## config.mk

```make
export PLATFORM = sky130hd
export DESIGN_NAME = axis_packetizer
export DESIGN_NICKNAME = d
export VERILOG_FILES = /design/src/rtl/axis_packetizer.sv
export SDC_FILE = /design/constraint.sdc
export NUM_CORES = 1
export LEC_CHECK = 0
export BUFFER_PORTS_ARGS = -buffer_cell sky130_fd_sc_hd__buf_4
export CAP_MARGIN = 20
export CORE_ASPECT_RATIO = 1.1
export CORE_UTILIZATION = 57
export CTS_BUF_LIST = sky130_fd_sc_hd__clkbuf_2
export CTS_CLUSTER_SIZE = 12
export DETAILED_ROUTE_END_ITERATION = 16
export HOLD_SLACK_MARGIN = 0.12
export MAX_ROUTING_LAYER = met4
export PLACE_DENSITY = 0.94
export RECOVER_POWER = 50
export SYNTH_ARGS = -nofsm -noshare
export SYNTH_HDL_FRONTEND = slang
export SYNTH_SLANG_ARGS = --single-unit
```

## constraint.sdc

```tcl
create_clock -name S_AXI_ACLK -period 3.2 [get_ports S_AXI_ACLK]
set_input_delay 0.16 -clock S_AXI_ACLK [delete_from_list [all_inputs] [get_ports S_AXI_ACLK]]
set_output_delay 0.16 -clock S_AXI_ACLK [all_outputs]
set_load 0.005 [all_outputs]
```

## src/rtl/axis_packetizer.sv

```systemverilog
// AXI-Stream packetizer: frames a raw beat stream into packets of (i_pktlen+1) beats.
// Optional early-last support when AXIS_PKT_EARLYLAST_EN is defined.
module axis_packetizer #(
  parameter int DW       = 16,
  parameter int LGMAXLEN = 8
) (
  input  logic                S_AXI_ACLK,
  input  logic                S_AXI_ARESET,
  input  logic [LGMAXLEN-1:0] i_pktlen,
  input  logic                S_AXIS_TVALID,
  output logic                S_AXIS_TREADY,
  input  logic [DW-1:0]       S_AXIS_TDATA,
  input  logic                S_AXIS_TLAST,
  output logic                M_AXIS_TVALID,
  input  logic                M_AXIS_TREADY,
  output logic [DW-1:0]       M_AXIS_TDATA,
  output logic                M_AXIS_TLAST,
  output logic [31:0]         o_pkt_count
);

  logic [LGMAXLEN-1:0] cnt_q, cnt_d;
  logic [LGMAXLEN-1:0] len_q, len_d;
  logic                s_ready_q, s_ready_d;
  logic                out_valid_q, out_valid_d;
  logic [DW-1:0]       out_data_q, out_data_d;
  logic                out_last_q, out_last_d;
  logic                skid_valid_q, skid_valid_d;
  logic [DW-1:0]       skid_data_q, skid_data_d;
  logic                skid_last_q, skid_last_d;
  logic [31:0]         pkt_count_q, pkt_count_d;

  logic                in_fire;
  logic                out_fire;
  logic                first_beat;
  logic [LGMAXLEN-1:0] cur_len;
  logic                in_last;

`ifndef AXIS_PKT_EARLYLAST_EN
  logic unused_tlast;
  assign unused_tlast = S_AXIS_TLAST;
`endif

  assign in_fire    = S_AXIS_TVALID && s_ready_q;
  assign out_fire   = out_valid_q && M_AXIS_TREADY;
  assign first_beat = (cnt_q == '0);
  // The first beat of a packet sees i_pktlen live; later beats use the latched copy.
  assign cur_len    = first_beat ? i_pktlen : len_q;

  always_comb begin
    in_last = (cnt_q == cur_len);
`ifdef AXIS_PKT_EARLYLAST_EN
    if (S_AXIS_TLAST) in_last = 1'b1;
`endif

    cnt_d        = cnt_q;
    len_d        = len_q;
    out_valid_d  = out_valid_q;
    out_data_d   = out_data_q;
    out_last_d   = out_last_q;
    skid_valid_d = skid_valid_q;
    skid_data_d  = skid_data_q;
    skid_last_d  = skid_last_q;
    pkt_count_d  = pkt_count_q;

    if (in_fire) begin
      if (first_beat) len_d = i_pktlen;
      cnt_d = in_last ? '0 : cnt_q + 1'b1;
    end

    if (!out_valid_q || out_fire) begin
      // Skid beat is older than anything arriving now; while it is held the
      // input is not ready, so in_fire cannot coincide with it.
      if (skid_valid_q) begin
        out_valid_d  = 1'b1;
        out_data_d   = skid_data_q;
        out_last_d   = skid_last_q;
        skid_valid_d = 1'b0;
      end else if (in_fire) begin
        out_valid_d = 1'b1;
        out_data_d  = S_AXIS_TDATA;
        out_last_d  = in_last;
      end else begin
        out_valid_d = 1'b0;
      end
    end else if (in_fire) begin
      skid_valid_d = 1'b1;
      skid_data_d  = S_AXIS_TDATA;
      skid_last_d  = in_last;
    end

    s_ready_d = !skid_valid_d;

    if (out_fire && out_last_q) pkt_count_d = pkt_count_q + 32'd1;
  end

  always_ff @(posedge S_AXI_ACLK or posedge S_AXI_ARESET) begin
    if (S_AXI_ARESET) begin
      cnt_q        <= '0;
      len_q        <= '0;
      s_ready_q    <= 1'b0;
      out_valid_q  <= 1'b0;
      out_data_q   <= '0;
      out_last_q   <= 1'b0;
      skid_valid_q <= 1'b0;
      skid_data_q  <= '0;
      skid_last_q  <= 1'b0;
      pkt_count_q  <= '0;
    end else begin
      cnt_q        <= cnt_d;
      len_q        <= len_d;
      s_ready_q    <= s_ready_d;
      out_valid_q  <= out_valid_d;
      out_data_q   <= out_data_d;
      out_last_q   <= out_last_d;
      skid_valid_q <= skid_valid_d;
      skid_data_q  <= skid_data_d;
      skid_last_q  <= skid_last_d;
      pkt_count_q  <= pkt_count_d;
    end
  end

  assign S_AXIS_TREADY = s_ready_q;
  assign M_AXIS_TVALID = out_valid_q;
  assign M_AXIS_TDATA  = out_data_q;
  assign M_AXIS_TLAST  = out_last_q;
  assign o_pkt_count   = pkt_count_q;

endmodule

```

==> run metrics <==
setup slack at placement 1.11 ns; post-route ant nets 0; leakage about 0.0023 uW; wire per inst 16.3 microns; synth-to-layout area growth 26.9%; ranking of synthesized cells by area dfrtp_1 (55%), mux2_2 (7.3%), xnor2_1 (7.0%); CTS Buf Count 9; skew final 0.0417 ns; Power Total 2670 uW; Net Sw Power around 900 uW; fillers 443; max-slew violation total from the final report 54; Chip Height 88.5 microns; worst slew pin tran 2.27 ns; Mean Syn Cell Area 11.5 sq um; Sequential Power Share 53.7%; # nets final 479; Int Pwr ~1800 uW; violated checks max-capacitance violations, max-slew violations; slowest library cell on the worst path clkinvlp_2; maximum clock path buffer count 2; Compound-Gate Fraction of Synth Area 5.20%; vias in the first global route 3033; mux share of post-synthesis cell area a little under an eighth; power per cell area 543 nW/um^2; post-CTS setup buffer count 0; Synth async-reset ratio 100%; Detail Placement HPWL roughly 5600 microns; Initial Util around three fifths; synthesized flop and latch total 85; Setup Viol. Count Final 0; die area roughly 7000 sq um; Port Buf Inserts a little under 80; Synthesis Warnings 0; global routing usage on met3 approximately 3.9%; Main synth FF type dfrtp_1; vias per cell approximately 5.7; CTS H-tree depth 3; top-level I/O count 80; post-synth cell types 37; synthesized net count 369; post-synthesis simple-gate area fraction 15.4%; setup_tns 0 ns; final hold viol count 0; via count 3040; largest net degree at the start of global routing 54; clk root buf clkbuf_2; Clk Latency, worst-skew pair 0.53 ns; Crit. End Element asynchronous set/reset pin; largest family of logic cells by synthesized area simple AND/OR/NAND/NOR gates; top-area cell type share of the netlist area 54.9%; met1 global-route usage between 20% and 30%; fin crit share 72.9%; Total GRT Usage 26.6%; initial drt markers 204; Post-CTS Resized 0; maximum clock rate 429 MHz; Largest stage delay, worst path 1.29 ns; Max-Cap Viols 1; Post-Route WL around 8700 microns; Die X 80.6 microns; top-count cell post-synth dfrtp_1; Comb power frac 25.0%; clock power share approximately a fifth; register area share after synthesis a little over half; area of the multi-input gates 1660 sq um; Crit path buffers/inverters 4; CTS tree done; dominant cell type by area after synthesis dfrtp_1; Crit path required time 3.77 ns; share of layout cells above drive strength 1 27.9%; Critical Path, Cell by Cell dlygate4sd3_1, clkbuf_4, clkinvlp_2, clkbuf_1; Post-Syn Area approximately 3900 sq um; Core Region approximately 6600 sq um; Fin Hold WS 0.391 ns; clock-pin slew on the worst setup and hold paths 0.25 ns; row cnt 31; Max VDD drop 0.337 mV; switch share 33.1%; Worst path top cell family by delay buffers and inverters; HP Class input pin to register; min cycle time layout 2.33 ns; Worst Path Max Fanout 53; initial antenna violation count 0; Crit Path Class input pin to asynchronous set/reset pin; first-pass GRT wire length 13800 microns; clk sinks 85; final setup margin about 0.87 ns; adder-cell share of the synthesized area 0.969%; Ant. Diodes 0; CP arrival 2.89 ns; Post-Syn Instances ~340; M2 GR Usage 46.1%; RSZ-0062 raised after global routing false; DRT Pass-1 Iters 4; Synth Area in XOR/XNOR 9.49%; most frequent cells after synthesis dfrtp_1 (85), nor2_1 (33), xnor2_1 (31), a21oi_1 (25), mux2_2 (25); Critical Path Start Type input pin; gr busiest metal met2; grt total ovfl 0; status complete, but fails checks; placer congestion estimate 0.860; drt drc 0; worst rel slew slack -52.2%; EDFF count, synth 0; FF+latch area 2130 sq um
[area by class of cell]
type / count / area share (%)
flip-flops and latches: 85 / 43.2
repair buffers: 109 / 17.7
well taps: 82 / 2.09
clock buffers: 10 / 1.02
multi-input cells: 232 / 33.7
clock inverters: 6 / 1.42
inverters: 10 / 0.789
[logic make-up after synthesis]
family	Yosys count
AND/OR/NAND/NOR	110
flip-flops	85
XOR/XNOR	42
multiplexers	42
AO/OA/AOI/OAI	35
buffers and inverters	20
adder cells (fa/ha/maj)	3
[placed cells by master, fill, tap and decap left out, types with 4 or more instances in the layout]
| cell type | instances |
|---|---|
| dfrtp_1 | 85 |
| buf_4 | 62 |
| nor2_1 | 32 |
| xnor2_1 | 31 |
| dlygate4sd3_1 | 27 |
| mux2_2 | 25 |
| a21oi_1 | 25 |
| nand2_1 | 21 |
| mux2i_1 | 17 |
| clkbuf_4 | 16 |
| nand3_1 | 13 |
| xor2_1 | 11 |
| clkbuf_2 | 10 |
| inv_1 | 9 |
| and3_1 | 8 |
| nand4_1 | 8 |
| nand2b_1 | 6 |
| and4_1 | 5 |
| clkbuf_1 | 4 |
[registers in the layout, summed over array words and instances, names as in the netlist]
| register | flops |
|---|---|
| skid_data_q | 16 |
| o_pkt_count | 32 |
| S_AXIS_TREADY | 1 |
| skid_last_q | 1 |
| skid_valid_q | 1 |
| len_q | 8 |
| M_AXIS_TVALID | 1 |
| M_AXIS_TLAST | 1 |
| M_AXIS_TDATA | 16 |
| cnt_q | 8 |
[per-layer routing]
metal	vias to the layer above	part of all wire [%]
li1	1391	-
met1	1540	39
met2	90	55
met3	19	4.2
met4	0	2.7
met5	-	0
[worst register-to-register path, cell delays in order, from the launching register on]
cell,delay [ns]
dfrtp_1,0.54
inv_1,0.11
ha_1,0.17
nor4b_4,0.36
and3_1,0.28
and4_1,0.22
o211a_1,0.38
a22o_1,0.19
[power groups by stage]
stage               Sequential, uW  Clock (uW)  Combinational [uW]
global placement              1430           0                 609
CTS                           1430         583                 669
detailed placement            1450           0                 638
global route                  1450         625                 743
finish                        1440         569                 668
floorplan                     1400           0                 430
[worst paths after layout]
check	slack, ns	cells past startpoint	start	end
max in group S_AXI_ACLK	0.87	7	cnt_q[0]	skid_last_q
min reg2reg	0.49	1	o_pkt_count[31]	o_pkt_count[31]
max reg2reg	0.87	7	cnt_q[0]	skid_last_q
min in group asynchronous	0.76	3	S_AXI_ARESET	o_pkt_count[9]
min	0.39	3	i_pktlen[6]	len_q[6]
max	0.87	4	S_AXI_ARESET	skid_valid_q
[what timing repair did]
item,4_1_cts,5_1_grt
hold buffers,27,0
setup endpoints to repair,0,0
hold endpoints to repair,97,0
[stage by stage]
| stage | instances | area [sq um] | util (%) |
|---|---|---|---|
| floorplan | 337 | 3870 | - |
| CTS | 534 | 4930 | 74.8 |
| detailed placement | 491 | 4540 | 68.9 |
| finish | 534 | 4920 | 74.6 |
| global placement | 491 | 4540 | 68.9 |
| global route | 534 | 4920 | 74.6 |
No activity file was read; power rests on OpenSTA's default activity.
